`config.mk`:
```
export PLATFORM = sky130hd
export DESIGN_NAME = sw_rr_fifo
export DESIGN_NICKNAME = d
export VERILOG_FILES = /design/src/rtl/sw_pkg.sv /design/src/rtl/sw_fifo.sv /design/src/rtl/sw_rr_fifo.sv
export SDC_FILE = /design/constraint.sdc
export NUM_CORES = 1
export LEC_CHECK = 0
export CAP_MARGIN = 40
export CORE_MARGIN = 1.5
export CORE_UTILIZATION = 35
export CTS_CLUSTER_DIAMETER = 120
export CTS_CLUSTER_SIZE = 16
export DETAILED_ROUTE_END_ITERATION = 12
export DONT_BUFFER_PORTS = 1
export SETUP_SLACK_MARGIN = 0.4
export SLEW_MARGIN = 15
export SYNTH_ARGS = -nofsm -noshare
export SYNTH_HDL_FRONTEND = slang
export SYNTH_SLANG_ARGS = --single-unit
```
`constraint.sdc`:
```
create_clock -name clock -period 3.3 [get_ports clock]
set_clock_uncertainty 0.15 [all_clocks]
set_input_delay 0.165 -clock clock [delete_from_list [all_inputs] [get_ports clock]]
set_output_delay 0.165 -clock clock [all_outputs]
set_load 0.02 [all_outputs]
```
`src/rtl/sw_pkg.sv`:
```
// sw_pkg: shared clause type, switch default sizes and a small modulo helper.
package sw_pkg;

   localparam int unsigned CLA_W = 32;
   typedef logic [CLA_W-1:0] cla_t;

   localparam int unsigned SW_DEF_FIFO_DEPTH = 4;
   localparam int unsigned SW_DEF_NUM_ENG    = 4;

   // (base + offset) mod n, valid for base < n and offset <= n.
   function automatic int unsigned rr_index(int unsigned base, int unsigned offset,
                                            int unsigned n);
      int unsigned s;
      s = base + offset;
      return (s >= n) ? s - n : s;
   endfunction

endpackage

```
`src/rtl/sw_fifo.sv`:
```
// sw_fifo: synchronous FIFO of cla_t. Push and pop may coincide when full.
// Head reads as zero while empty so the output is clean out of reset.
module sw_fifo
   import sw_pkg::*;
#(
   parameter int unsigned Depth = SW_DEF_FIFO_DEPTH
) (
   input  logic                   clk_i,
   input  logic                   rst_ni,
   input  logic                   push_i,
   input  logic                   pop_i,
   input  cla_t                   din_i,
   output cla_t                   dout_o,
   output logic                   empty_o,
   output logic                   full_o,
   output logic [$clog2(Depth):0] count_o
);

   localparam int unsigned PtrW = $clog2(Depth);

   cla_t            mem_q [Depth];
   logic [PtrW-1:0] wr_ptr_q, rd_ptr_q;
   logic [PtrW:0]   count_q, count_d;
   logic            push_en, pop_en;

   assign empty_o = (count_q == '0);
   assign full_o  = (count_q == (PtrW + 1)'(Depth));
   assign count_o = count_q;
   assign dout_o  = empty_o ? '0 : mem_q[rd_ptr_q];

   // A full FIFO accepts a push only alongside a pop; an empty one never pops.
   assign pop_en  = pop_i & ~empty_o;
   assign push_en = push_i & (~full_o | pop_en);

   // Occupancy next-state.
   always_comb begin
      count_d = count_q;
      unique case ({push_en, pop_en})
         2'b10:   count_d = count_q + (PtrW + 1)'(1);
         2'b01:   count_d = count_q - (PtrW + 1)'(1);
         default: ;
      endcase
   end

   // Pointers and occupancy; pointers wrap naturally since Depth is a power of 2.
   always_ff @(posedge clk_i or negedge rst_ni) begin
      if (!rst_ni) begin
         wr_ptr_q <= '0;
         rd_ptr_q <= '0;
         count_q  <= '0;
      end else begin
         if (push_en) wr_ptr_q <= wr_ptr_q + PtrW'(1);
         if (pop_en)  rd_ptr_q <= rd_ptr_q + PtrW'(1);
         count_q <= count_d;
      end
   end

   // Storage is not reset; contents are ignored while count is zero.
   always_ff @(posedge clk_i) begin
      if (push_en) mem_q[wr_ptr_q] <= din_i;
   end

endmodule

```
`src/rtl/sw_rr_fifo.sv`:
```
// sw_rr_fifo: clause switch from carb and NUM_ENG engines into a buffered clq output.
// At most one clause is accepted per cycle: carb first, engines round-robin after it.
// Optional macro SW_STARVE_GUARD_EN adds per-engine starvation counters that let an
// engine stalled for STARVE_MAX consecutive cycles beat carb.
module sw_rr_fifo
   import sw_pkg::*;
#(
   parameter int unsigned NUM_ENG    = SW_DEF_NUM_ENG,
   parameter int unsigned FIFO_DEPTH = SW_DEF_FIFO_DEPTH,
   parameter int unsigned STARVE_MAX = 8
) (
   input  logic                        clock,
   input  logic                        reset_n,
   input  cla_t                        carb2sw,
   input  logic                        carb2sw_valid,
   output logic                        sw2carb_stall,
   input  cla_t                        eng2sw [NUM_ENG],
   input  logic [NUM_ENG-1:0]          eng2sw_valid,
   output logic [NUM_ENG-1:0]          sw2eng_stall,
   output cla_t                        sw2clq,
   output logic                        sw2clq_valid,
   input  logic                        clq2sw_ready,
   output logic [$clog2(FIFO_DEPTH):0] sw_count
);

   localparam int unsigned RrW = (NUM_ENG > 1) ? $clog2(NUM_ENG) : 1;

   if (NUM_ENG < 1 || FIFO_DEPTH < 2 || (FIFO_DEPTH & (FIFO_DEPTH - 1)) != 0 ||
       STARVE_MAX < 1) begin : g_bad_params
      $error("sw_rr_fifo: illegal parameter set");
   end

   logic [RrW-1:0]     rr_ptr_q, rr_ptr_d;
   logic [NUM_ENG-1:0] eng_rot, eng_gnt;
   logic               scan_found, starve_hit;
   int unsigned        scan_sel, starve_sel, win_sel;
   logic               carb_gnt, eng_win, push, pop, space, empty, full;
   cla_t               push_data;

   assign sw2clq_valid = ~empty;
   assign pop          = sw2clq_valid & clq2sw_ready;
   assign space        = ~full | pop;
   assign push         = carb_gnt | eng_win;

   // Round-robin scan: rotate valids so bit k is engine (rr_ptr + k) mod NUM_ENG.
   always_comb begin
      eng_rot    = NUM_ENG'({eng2sw_valid, eng2sw_valid} >> rr_ptr_q);
      scan_found = 1'b0;
      scan_sel   = 0;
      for (int k = NUM_ENG - 1; k >= 0; k--) begin
         if (eng_rot[k]) begin
            scan_found = 1'b1;
            scan_sel   = rr_index(32'(rr_ptr_q), k, NUM_ENG);
         end
      end
   end

`ifdef SW_STARVE_GUARD_EN
   localparam int unsigned StW = $clog2(STARVE_MAX + 1);

   logic [StW-1:0] starve_q [NUM_ENG];
   logic [StW-1:0] starve_d [NUM_ENG];

   // Lowest-index valid engine whose counter has saturated.
   always_comb begin
      starve_hit = 1'b0;
      starve_sel = 0;
      for (int i = NUM_ENG - 1; i >= 0; i--) begin
         if (eng2sw_valid[i] && starve_q[i] == StW'(STARVE_MAX)) begin
            starve_hit = 1'b1;
            starve_sel = i;
         end
      end
   end

   // Count consecutive stalled-while-valid cycles, saturating; clear otherwise.
   always_comb begin
      for (int i = 0; i < NUM_ENG; i++) begin
         starve_d[i] = '0;
         if (sw2eng_stall[i]) begin
            starve_d[i] = (starve_q[i] == StW'(STARVE_MAX)) ? starve_q[i]
                                                             : starve_q[i] + StW'(1);
         end
      end
   end

   // Starvation counter state.
   always_ff @(posedge clock or negedge reset_n) begin
      if (!reset_n) begin
         for (int i = 0; i < NUM_ENG; i++) starve_q[i] <= '0;
      end else begin
         for (int i = 0; i < NUM_ENG; i++) starve_q[i] <= starve_d[i];
      end
   end
`else
   assign starve_hit = 1'b0;
   assign starve_sel = 0;
`endif

   // Single-winner grant, only when the FIFO can take a clause this cycle.
   always_comb begin
      carb_gnt = 1'b0;
      eng_win  = 1'b0;
      win_sel  = starve_hit ? starve_sel : scan_sel;
      if (space) begin
         if (starve_hit)         eng_win  = 1'b1;
         else if (carb2sw_valid) carb_gnt = 1'b1;
         else if (scan_found)    eng_win  = 1'b1;
      end
      for (int i = 0; i < NUM_ENG; i++) eng_gnt[i] = eng_win && (win_sel == i);
      rr_ptr_d = eng_win ? RrW'(rr_index(win_sel, 1, NUM_ENG)) : rr_ptr_q;
   end

   assign sw2carb_stall = carb2sw_valid & ~carb_gnt;
   assign sw2eng_stall  = eng2sw_valid & ~eng_gnt;

   // Select the winning clause for the FIFO write port.
   always_comb begin
      push_data = carb2sw;
      for (int i = 0; i < NUM_ENG; i++) begin
         if (eng_gnt[i]) push_data = eng2sw[i];
      end
   end

   // Round-robin pointer; moves only on engine grants.
   always_ff @(posedge clock or negedge reset_n) begin
      if (!reset_n) rr_ptr_q <= '0;
      else          rr_ptr_q <= rr_ptr_d;
   end

   sw_fifo #(
      .Depth (FIFO_DEPTH)
   ) u_fifo (
      .clk_i   (clock),
      .rst_ni  (reset_n),
      .push_i  (push),
      .pop_i   (pop),
      .din_i   (push_data),
      .dout_o  (sw2clq),
      .empty_o (empty),
      .full_o  (full),
      .count_o (sw_count)
   );

endmodule
```
* After elaboration in Yosys (flattened, before gate mapping)
Memories as Yosys holds them, arrays and structs flattened. Index checks and enable logic that the tools add are counted.
Storage, ports and cells: flip-flop bits (word level) 9, word-level logic and storage cells 75, RAM bits 128, output and inout bits 41, input bits 168, latch bits 0, bits in read-only memories 0, memories kept 1
Cells by class: reduce and logical (&&, ||, !) cells 7, multipliers 0, bitwise logic cells 12, add/sub/neg operators 13, shift operators 1, equality and inequality tests 6, muxes and demuxes 26, $lt $le $gt $ge 5, div/mod/pow operators 0
Memories:
- u_fifo.mem_q | depth 4, bits a word 32, rd ports 1, clocked after memory_dff 0, write ports 1, line sw_fifo.sv:21 | cla_t mem_q [Depth];
Operators with widths (number):
- 32-bit two-way mux | 13
- 32-bit by 2-bit equality test with 1-bit output, second input constant | 2
- 32-bit by 1-bit adder with 32-bit output, second input constant | 1
- 32-bit by 1-bit equality test with 1-bit output, second input constant | 1
- 32-bit by 3-bit greater-or-equal comparator with 1-bit output, second input constant | 1
- 32-bit zero test | 1
- 3-bit by 3-bit subtractor with 4-bit output, second input constant | 3
- 1-bit two-way mux | 11
- 3-bit greater-or-equal comparator, second input constant | 3
- 8-bit by 2-bit >> shifter with 4-bit output | 1
- 2-bit by 2-bit adder with 3-bit output, second input constant | 2
- 3-bit one-hot mux with 2 select lines | 1
- 2-bit by 1-bit adder with 2-bit output, second input constant | 2
- 1-bit AND | 4
- 4-bit AND | 1
- 1-bit logical AND | 4
- 4-bit inverter | 1
- 2-bit by 3-bit subtractor with 4-bit output, second input constant | 1
- 2-bit by 1-bit adder with 3-bit output, second input constant | 1
- 3-bit by 1-bit adder with 3-bit output, second input constant | 1
- 3-bit equality test, second input constant | 1
- 2-bit by 3-bit greater-or-equal comparator with 1-bit output, second input constant | 1
- 3-bit zero test | 1
- 1-bit inverter | 3
- 7 further kinds | 9

* Logic depth before layout (Yosys ltp)
Gate-level depths: netlist of run 1.
depth after elaboration 13, mapped depth 15, gate-level depth less buffers 13

* Hierarchy
From an unflattened synthesis of run 1, not the netlist that was laid out.
Second synthesis, totals: cell total of the unflattened synthesis 656, area, all modules 8017.7 µm²
By module, submodules not included:
- sw_fifo | area an instance 5355.1 µm², sequential area each 4018.9 µm², cells each 258, times used 1
- sw_rr_fifo | area an instance 2662.6 µm², sequential area each 50.0 µm², cells each 398, times used 1

* Worst setup path after synthesis of run 1
Ideal clock, no wire load.
path kind flip-flop to flip-flop, start reg rr_ptr_q[1], end mem u_fifo.mem_q[0][30] (netlist name) (data pin), arrival 3028 ps, setup slack -65 ps, path buffers 4, stages on the path, launching flop included 16, clock period less this slack 3365 ps, required time 2963 ps, setup time 187 ps, cells stage by stage dfrtp_1 buf_2 and4b_1 or4_4 nor3b_1 a21oi_1 o22a_1 inv_1 ha_1 clkbuf_1 or2_2 clkbuf_1 clkbuf_1 a21oi_1 o21ai_0 a31oi_1
Between the ends: longest elaborated chain between the ends 13, elaborated cells between the ends (all ways) 39, those cells by class 7 x add/sub; 4 x order compare; 3 x eq/ne; 1 x shift; 19 x mux; 5 x reduce/logical
RTL lines:
- start: declaration | line sw_rr_fifo.sv:33 | logic [RrW-1:0] rr_ptr_q, rr_ptr_d;
- start signal: assignment | line sw_rr_fifo.sv:128 | else rr_ptr_q <= rr_ptr_d;
- 2-bit by 2-bit adder with 3-bit output / 8-bit by 2-bit >> shifter with 4-bit output (equally long branches) | line sw_pkg.sv:14, sw_rr_fifo.sv:47
- 3-bit by 3-bit subtractor with 4-bit output, or another cell as far along | line sw_pkg.sv:15 | return (s >= n) ? s - n : s;
- 32-bit two-way mux / 1-bit two-way mux (equally long branches) | line sw_pkg.sv:15, sw_rr_fifo.sv:51
- 32-bit two-way mux / 1-bit two-way mux (equally long branches) (2 in series) | line sw_rr_fifo.sv:51 | if (eng_rot[k]) begin
- 32-bit two-way mux / 1-bit two-way mux (equally long branches) | line sw_rr_fifo.sv:51, sw_rr_fifo.sv:108
- 32-bit two-way mux / 1-bit two-way mux (equally long branches) | line sw_rr_fifo.sv:51, sw_rr_fifo.sv:107
- 32-bit zero test / 1-bit two-way mux (equally long branches) | line sw_rr_fifo.sv:110, sw_rr_fifo.sv:105
- 1-bit logical AND | line sw_rr_fifo.sv:110 | for (int i = 0; i < NUM_ENG; i++) eng_gnt[i] = eng_win && (win_sel == i);
- 32-bit two-way mux (3 in series) | line sw_rr_fifo.sv:121 | if (eng_gnt[i]) push_data = eng2sw[i];
- 32-bit two-way mux (*) | line sw_rr_fifo.sv:121
- named net push_data[30] | line sw_rr_fifo.sv:38 | cla_t push_data;
- end: declaration | line sw_fifo.sv:21
The timed path passes the listed nets; every way through them passes the cells marked *.

* Worst setup path in the final report of run 1
start reg rr_ptr_q[1], end mem u_fifo.mem_q[2][12] (netlist name) (data pin)
The elaborated chain is that of the path after synthesis.

==> results.md, run 1 <==
* Final Hold Vio Count at 0
* Cts bufs inserted at 17
* Die X at 147.8 um
* Clk pin slew, worst setup/hold paths at around 0.060 ns
* Clk buf depth at 2
* Place WS at -0.08486 ns
* Shortest period the worst path allows at about 3.3 ns
* Chip Height at 147.8 um
* Drt total wl at 24.73 mm
* DR vias at ~5800
* Crit Path Max Fanout at 8
* Area of the mapped netlist at 0.007333 mm2
* H-tree levels at 4
* Number of fill cells at ~1700
* Initial antenna violation count at 0
* Pre-antenna DRT Iters at 5
* Global-route wire length before repair at 34.90 mm
* Max-slew violations at 0
* Setup-failing EPs final at 4
* Nets at 888
* Most frequent cells in the layout: edfxtp_1 (128), dlygate4sd3_1 (84), a21oi_1 (44)
* Grt total ovfl at 0
* CTS tree: yes
* Failing checks: setup timing
* Layout cells sized above 1 at 32.45%
* Sw Ratio at 42.51%
* Routed Antenna Nets at 0
* P_leak at between 3 and 4 nW
* DIE AREA at 0.02183 mm2
* Clk sinks at 137
* Initial Utilization at 36.01%
* Max stage delay on crit path at approximately 0.53 ns
* Register-to-Register Setup Slack at -0.008 ns
* Max-Cap Viols at 0
* Cells after Synth at a little under 600
* Worst-margin pin slew at 0.5777 ns
* Peak supply drop at 649.1 uV
* RSZ-0062 raised after global routing: true
* Startpoint Class: flip-flop
* Mean number of vias per cell at 5.846
* Combinational Power Share at 58.6%
* Psw at 5.597 mW
* GRT Resource Usage Total at 21.67%
* Share of the synthesized area in the top cell type at 52.41%
* Hold slack at roughly 0.0035 ns
* RD Place Congestion at 0.8236
* Leading area contributor after synthesis: edfxtp_1
* Fin worst setup slack at -0.008446 ns
* Synth warn at 0
* Ant diodes at 0
* Synth area leaders: edfxtp_1 (52%), mux4_2 (9.8%), o22ai_1 (5.5%)
* Crit end category: flip-flop
* Sequential fraction of the synthesis area at between 50% and 60%
* CP cell instances: and4b_1, or4_4, nor3b_2, a21oi_2, o22a_2, inv_2, ha_4, or2_4, a21oi_1, mux2i_1, o22ai_4
* Avg Cell Area, Syn at 12.35 um2
* Synthesized flop and latch total at 137
* Worst-Skew Late Latency at between 0.4 and 0.5 ns
* Power Density at 1267 mW/mm2
* I/O pin count at 209
* Post-DP HPWL at between 10 and 15 mm
* Int Pwr at about 7.6 mW
* Syn nets at a little under 800
* Ys async rst share at under 10%
* FMAX at 302.3 MHz
* WL/cell at between 20 and 30 um
* CP max stage cell: or4_4
* Vias in the first global route at about 6000
* CTS Root Cell: clkbuf_16
* Primary FF master, synth: edfxtp_1
* Post-synthesis cell type count at 40
* Drt initial violations at approximately 400
* Slew HR at 61.49%
* Site row count at 52
* Worst Path Arrival at 3.39 ns
* Most common cell after layout, fill and taps aside: edfxtp_1
* Flop pwr share at about 28%
* Clock power frac at a little over an eighth
* PortBufs at 0
* Layout area overhead at 41.63%
* Hold Crit Class: in -> reg
* Status: finished, violations left
* CP required at 3.38 ns
* Final Cycle Share at 100.3%
* DRC Markers at 0
* Largest net degree at the start of global routing at 34
* Post-synth EDFFs at 128
* Core ar. at 0.02036 mm2
* Critical path class: reg -> reg
## worst paths after layout
| check | depth (start not counted) | endpoint | startpoint |
|---|---|---|---|
| max in group asynchronous | 2 | rr_ptr_q[0] | reset_n |
| setup / recovery | 11 | u_fifo.mem_q[2][12] | rr_ptr_q[1] |
| hold / removal | 2 | u_fifo.mem_q[3][28] | carb2sw[28] |
| setup reg to reg | 11 | u_fifo.mem_q[2][12] | rr_ptr_q[1] |
| min in group asynchronous | 2 | u_fifo.count_o[2] | reset_n |
| hold reg to reg | 2 | u_fifo.wr_ptr_q[1] | u_fifo.wr_ptr_q[1] |
## metrics by stage
step           instances  area [um2]  utilization, %  total power [mW]   TNS, ns
2_1_floorplan        594        7455               -             7.796         0
3_3_place_gp         841        7714           37.88             8.906  -0.07416
3_5_place_dp         846        7844           38.52             9.309    -1.197
4_1_cts              977       10010           49.13             12.40         0
5_1_grt              988       10390           51.00             13.77   -0.2736
6_report             988       10390           51.00             13.16  -0.02944
## cell type report
cell class | instances | area [um2] | share of cell area, %
timing repair buffer | 135 | 1523 | 14.66
clock buffer | 19 | 432.9 | 4.168
inverter | 45 | 168.9 | 1.626
clock inverter | 13 | 126.4 | 1.217
multi-input combinational | 369 | 3725 | 35.86
tap | 270 | 337.8 | 3.253
sequential | 137 | 4073 | 39.21
## cell usage after synthesis, types with 7 or more instances
library cell  number
edfxtp_1         128
a21oi_1           71
o22ai_1           64
inv_1             45
nand2_1           40
and2_1            38
nor2_1            36
mux2i_1           34
mux4_2            32
clkbuf_1          30
ha_1              14
dfrtp_1            9
buf_1              7
## per-layer routing
metal	part of all wire, %	vias to the layer above	track usage, %	routed length (um)
met4	3.5	0	10.15	868
met3	6.5	70	5.216	1606
met2	52	325	37.69	12920
met1	38	2919	25.16	9342
met5	0	-	0	0
li1	-	2462	-	-
## power groups by stage
| stage | combinational [mW] | sequential (mW) | clock, mW |
|---|---|---|---|
| after floorplan | 4.25 | 3.54 | 0 |
| after global placement | 5.22 | 3.68 | 0 |
| after detailed placement | 5.63 | 3.68 | 0 |
| after CTS | 6.93 | 3.64 | 1.83 |
| after global routing | 8.13 | 3.73 | 1.90 |
| final | 7.71 | 3.65 | 1.81 |
## registers in the layout, summed over array words and instances, names as in the netlist
name / cells
u_fifo.mem_q: 128
u_fifo.count_o: 3
rr_ptr_q: 2
u_fifo.rd_ptr_q: 2
u_fifo.wr_ptr_q: 2
## critical path, delay by kind of cell, from the launching register on
kind / cells / cell delay (ns)
fa+ha+maj: 1 / 0.20
simple gates: 4 / 1.29
compound gates: 4 / 0.79
mux: 1 / 0.18
buf+inv: 1 / 0.08
flops: 1 / 0.43
## what timing repair did
item,4_1_cts,5_1_grt
hold endpoints to repair,143,4
cloned,5,3
pin swaps,33,35
setup endpoints to repair,132,132
resized for setup,106,42
hold buffers,83,1
setup buffers,11,7
## logic make-up after synthesis
kind of cell               after synthesis  synth area share [%]
xor gates and xnor gates                 6                0.7167
adders and majority gates               15                 2.662
AOI/OAI and AO/OA                      148                 11.62
DFF                                    137                 55.49
buffers and inverters                   91                 5.852
muxes                                   67                 14.83
and+or+nand+nor                        130                 8.838
(Power assumes the default switching activity.)
==> inputs of run 2 (changes only) <==
--- a/config.mk
+++ b/config.mk
@@ -8,6 +8,7 @@
 export CAP_MARGIN = 40
 export CORE_MARGIN = 1.5
 export CORE_UTILIZATION = 35
+export CTS_BUF_LIST = sky130_fd_sc_hd__clkbuf_16
 export CTS_CLUSTER_DIAMETER = 120
 export CTS_CLUSTER_SIZE = 16
 export DETAILED_ROUTE_END_ITERATION = 12
==> constraint.sdc (replaced) <==
create_clock -name clock -period 3.8 [get_ports clock]
set_clock_uncertainty 0.15 [all_clocks]
set_input_delay 0.19 -clock clock [delete_from_list [all_inputs] [get_ports clock]]
set_output_delay 0.19 -clock clock [all_outputs]
set_load 0.02 [all_outputs]
==> run 2 against run 1 <==
  * The flow finishes with violations (hold timing)
  * Global-route usage down 3.0 points
  * Die area stayed put
  * Worst setup slack better by 0.49 ns
  * Largest cell class unchanged
==> results.md, run 2 (synthesis results as in run 1) <==
* Status: finished, violations left
* Failing checks: hold timing
* Chip Height at 147.8 um
* Layout area overhead at 16.16%
* Final Hold Vio Count at 14
* Nets at 781
* Core ar. at approximately 0.020 mm2
* RD Place Congestion at 0.8055
* Slew HR at 53.20%
* Largest Register: u_fifo.mem_q
* Setup-failing EPs final at 0
* Reg area at around 0.004 mm2
* Clk sinks at 137
* Fin Setup TNS at 0 ns
* Shortest period the worst path allows at 3.323 ns
* Layout cells sized above 1 at between 10% and 20%
* Final Util at 41.83%
* Max FFs per register at 128
* Cts bufs inserted at 17
* Power Density at 1143 mW/mm2
* Initial antenna violation count at 1
* Overall power consumption at roughly 9.7 mW
* Worst-margin pin slew at 0.6922 ns
* DRC Markers at 0
* Worst-Skew Late Latency at 0.42 ns
* Number of fill cells at 1877
* Crit end category: flip-flop
* WL/cell at roughly 25 um
* DR vias at 5149
* Clk buf depth at 2
* Hold Crit Class: in -> reg
* Max-slew violations at 0
* CP required at 3.78 ns
* Most common cell after layout, fill and taps aside: edfxtp_1
* CTS Root Cell: clkbuf_16
* Hold slack at -0.01285 ns
* Global-route wire length before repair at around 30 mm
* Worst Path Arrival at approximately 3.3 ns
* Clk pin slew, worst setup/hold paths at 0.06 ns
* Routed Antenna Nets at 0
* DIE AREA at ~0.022 mm2
* FMAX at 301.0 MHz
* Vias in the first global route at 5335
* Startpoint Class: flip-flop
* Die X at 147.8 um
* Grt total ovfl at 0
* Crit Path Max Fanout at 7
* GRT Resource Usage Total at 18.70%
* H-tree levels at 4
* PortBufs at 0
* Area of the multi-input gates at 0.003017 mm2
* Site row count at 52
* CTS tree: yes
* Post-DP HPWL at 13.45 mm
* Drt initial violations at 460
* Max-Cap Viols at 0
* Critical path class: reg -> reg
* Largest net degree at the start of global routing at between 60 and 70
* RSZ-0062 raised after global routing: true
* Peak supply drop at 339.3 uV
* Most frequent cells in the layout: edfxtp_1 (128), a21oi_1 (68), o22ai_1 (51)
* Mean number of vias per cell at 5.838
* Final Cycle Share at 87.43%
* I/O pin count at 209
* Initial Utilization at ~36%
* Pre-antenna DRT Iters at 4
* Drt total wl at 21.66 mm
* P_leak at 3.053 nW
run 2: worst max-delay path, cell delays in order (launching register included):
cell,delay (ns)
dfrtp_2,0.43
and4b_1,0.21
or4_4,0.52
nor3b_1,0.16
a21oi_1,0.13
o22a_1,0.19
ha_1,0.25
nand2b_2,0.17
a211o_2,0.48
o22ai_1,0.17
o22ai_1,0.15
run 2: worst paths after layout:
path                                     from                  end  slack (ns)  depth (start not counted)
setup / recovery                  rr_ptr_q[0]  u_fifo.mem_q[1][29]        0.48                         10
hold / removal                    eng2sw[105]   u_fifo.mem_q[1][9]       -0.01                          2
setup reg to reg                  rr_ptr_q[0]  u_fifo.mem_q[1][29]        0.48                         10
hold reg to reg            u_fifo.wr_ptr_q[0]   u_fifo.wr_ptr_q[0]        0.51                          2
max in group asynchronous             reset_n          rr_ptr_q[0]        2.67                          2
min in group asynchronous             reset_n    u_fifo.count_o[2]        0.51                          2
run 2: area by class of cell:
cell class,instances,area share (%)
Sequential cell,137,47.83
Multi-Input combinational cell,370,35.41
Clock buffer,19,5.582
Timing Repair Buffer,27,4.465
Tap cell,270,3.966
Inverter,45,1.983
Clock inverter,13,0.7344
Antenna cell,1,0.02938
run 2: what timing repair did:
action | in CTS | in global routing
buffers inserted | 1 | 2
endpoints found under the setup margin | 130 | 129
cloned | 2 | 4
hold endpoints to repair | 16 | 0
pin swaps | 3 | 2
hold buffers | 5 | 0
resized for setup | 13 | 20
run 2: power by group:
part	total (mW)	switching [mW]	internal, mW
registers	3.19	0.290	2.90
clock network	1.47	0.583	0.888
logic	5.08	3.23	1.85
run 2: routing by layer:
layer / global-route usage (%) / up-vias / part of all wire (%) / wire (um)
met2: 32.90 / 243 / 51 / 10990
met3: 5.340 / 36 / 6.9 / 1494
met5: 0 / - / 0 / 0
met1: 21.34 / 2622 / 40 / 8661
met4: 7.500 / 0 / 2.4 / 512
li1: - / 2248 / - / -
run 2: metrics by stage:
step	hold slack (ns)	setup slack, ns	std cells	instance area [um2]
after global placement	-0.2553	0.2347	830	7536
after detailed placement	-0.2553	0.08619	835	7666
final	-0.01285	0.4775	882	8518
after global routing	0.0004346	0.3677	882	8518
after floorplan	-0.2556	0.4346	594	7333
after CTS	0.01322	0.4246	875	8329
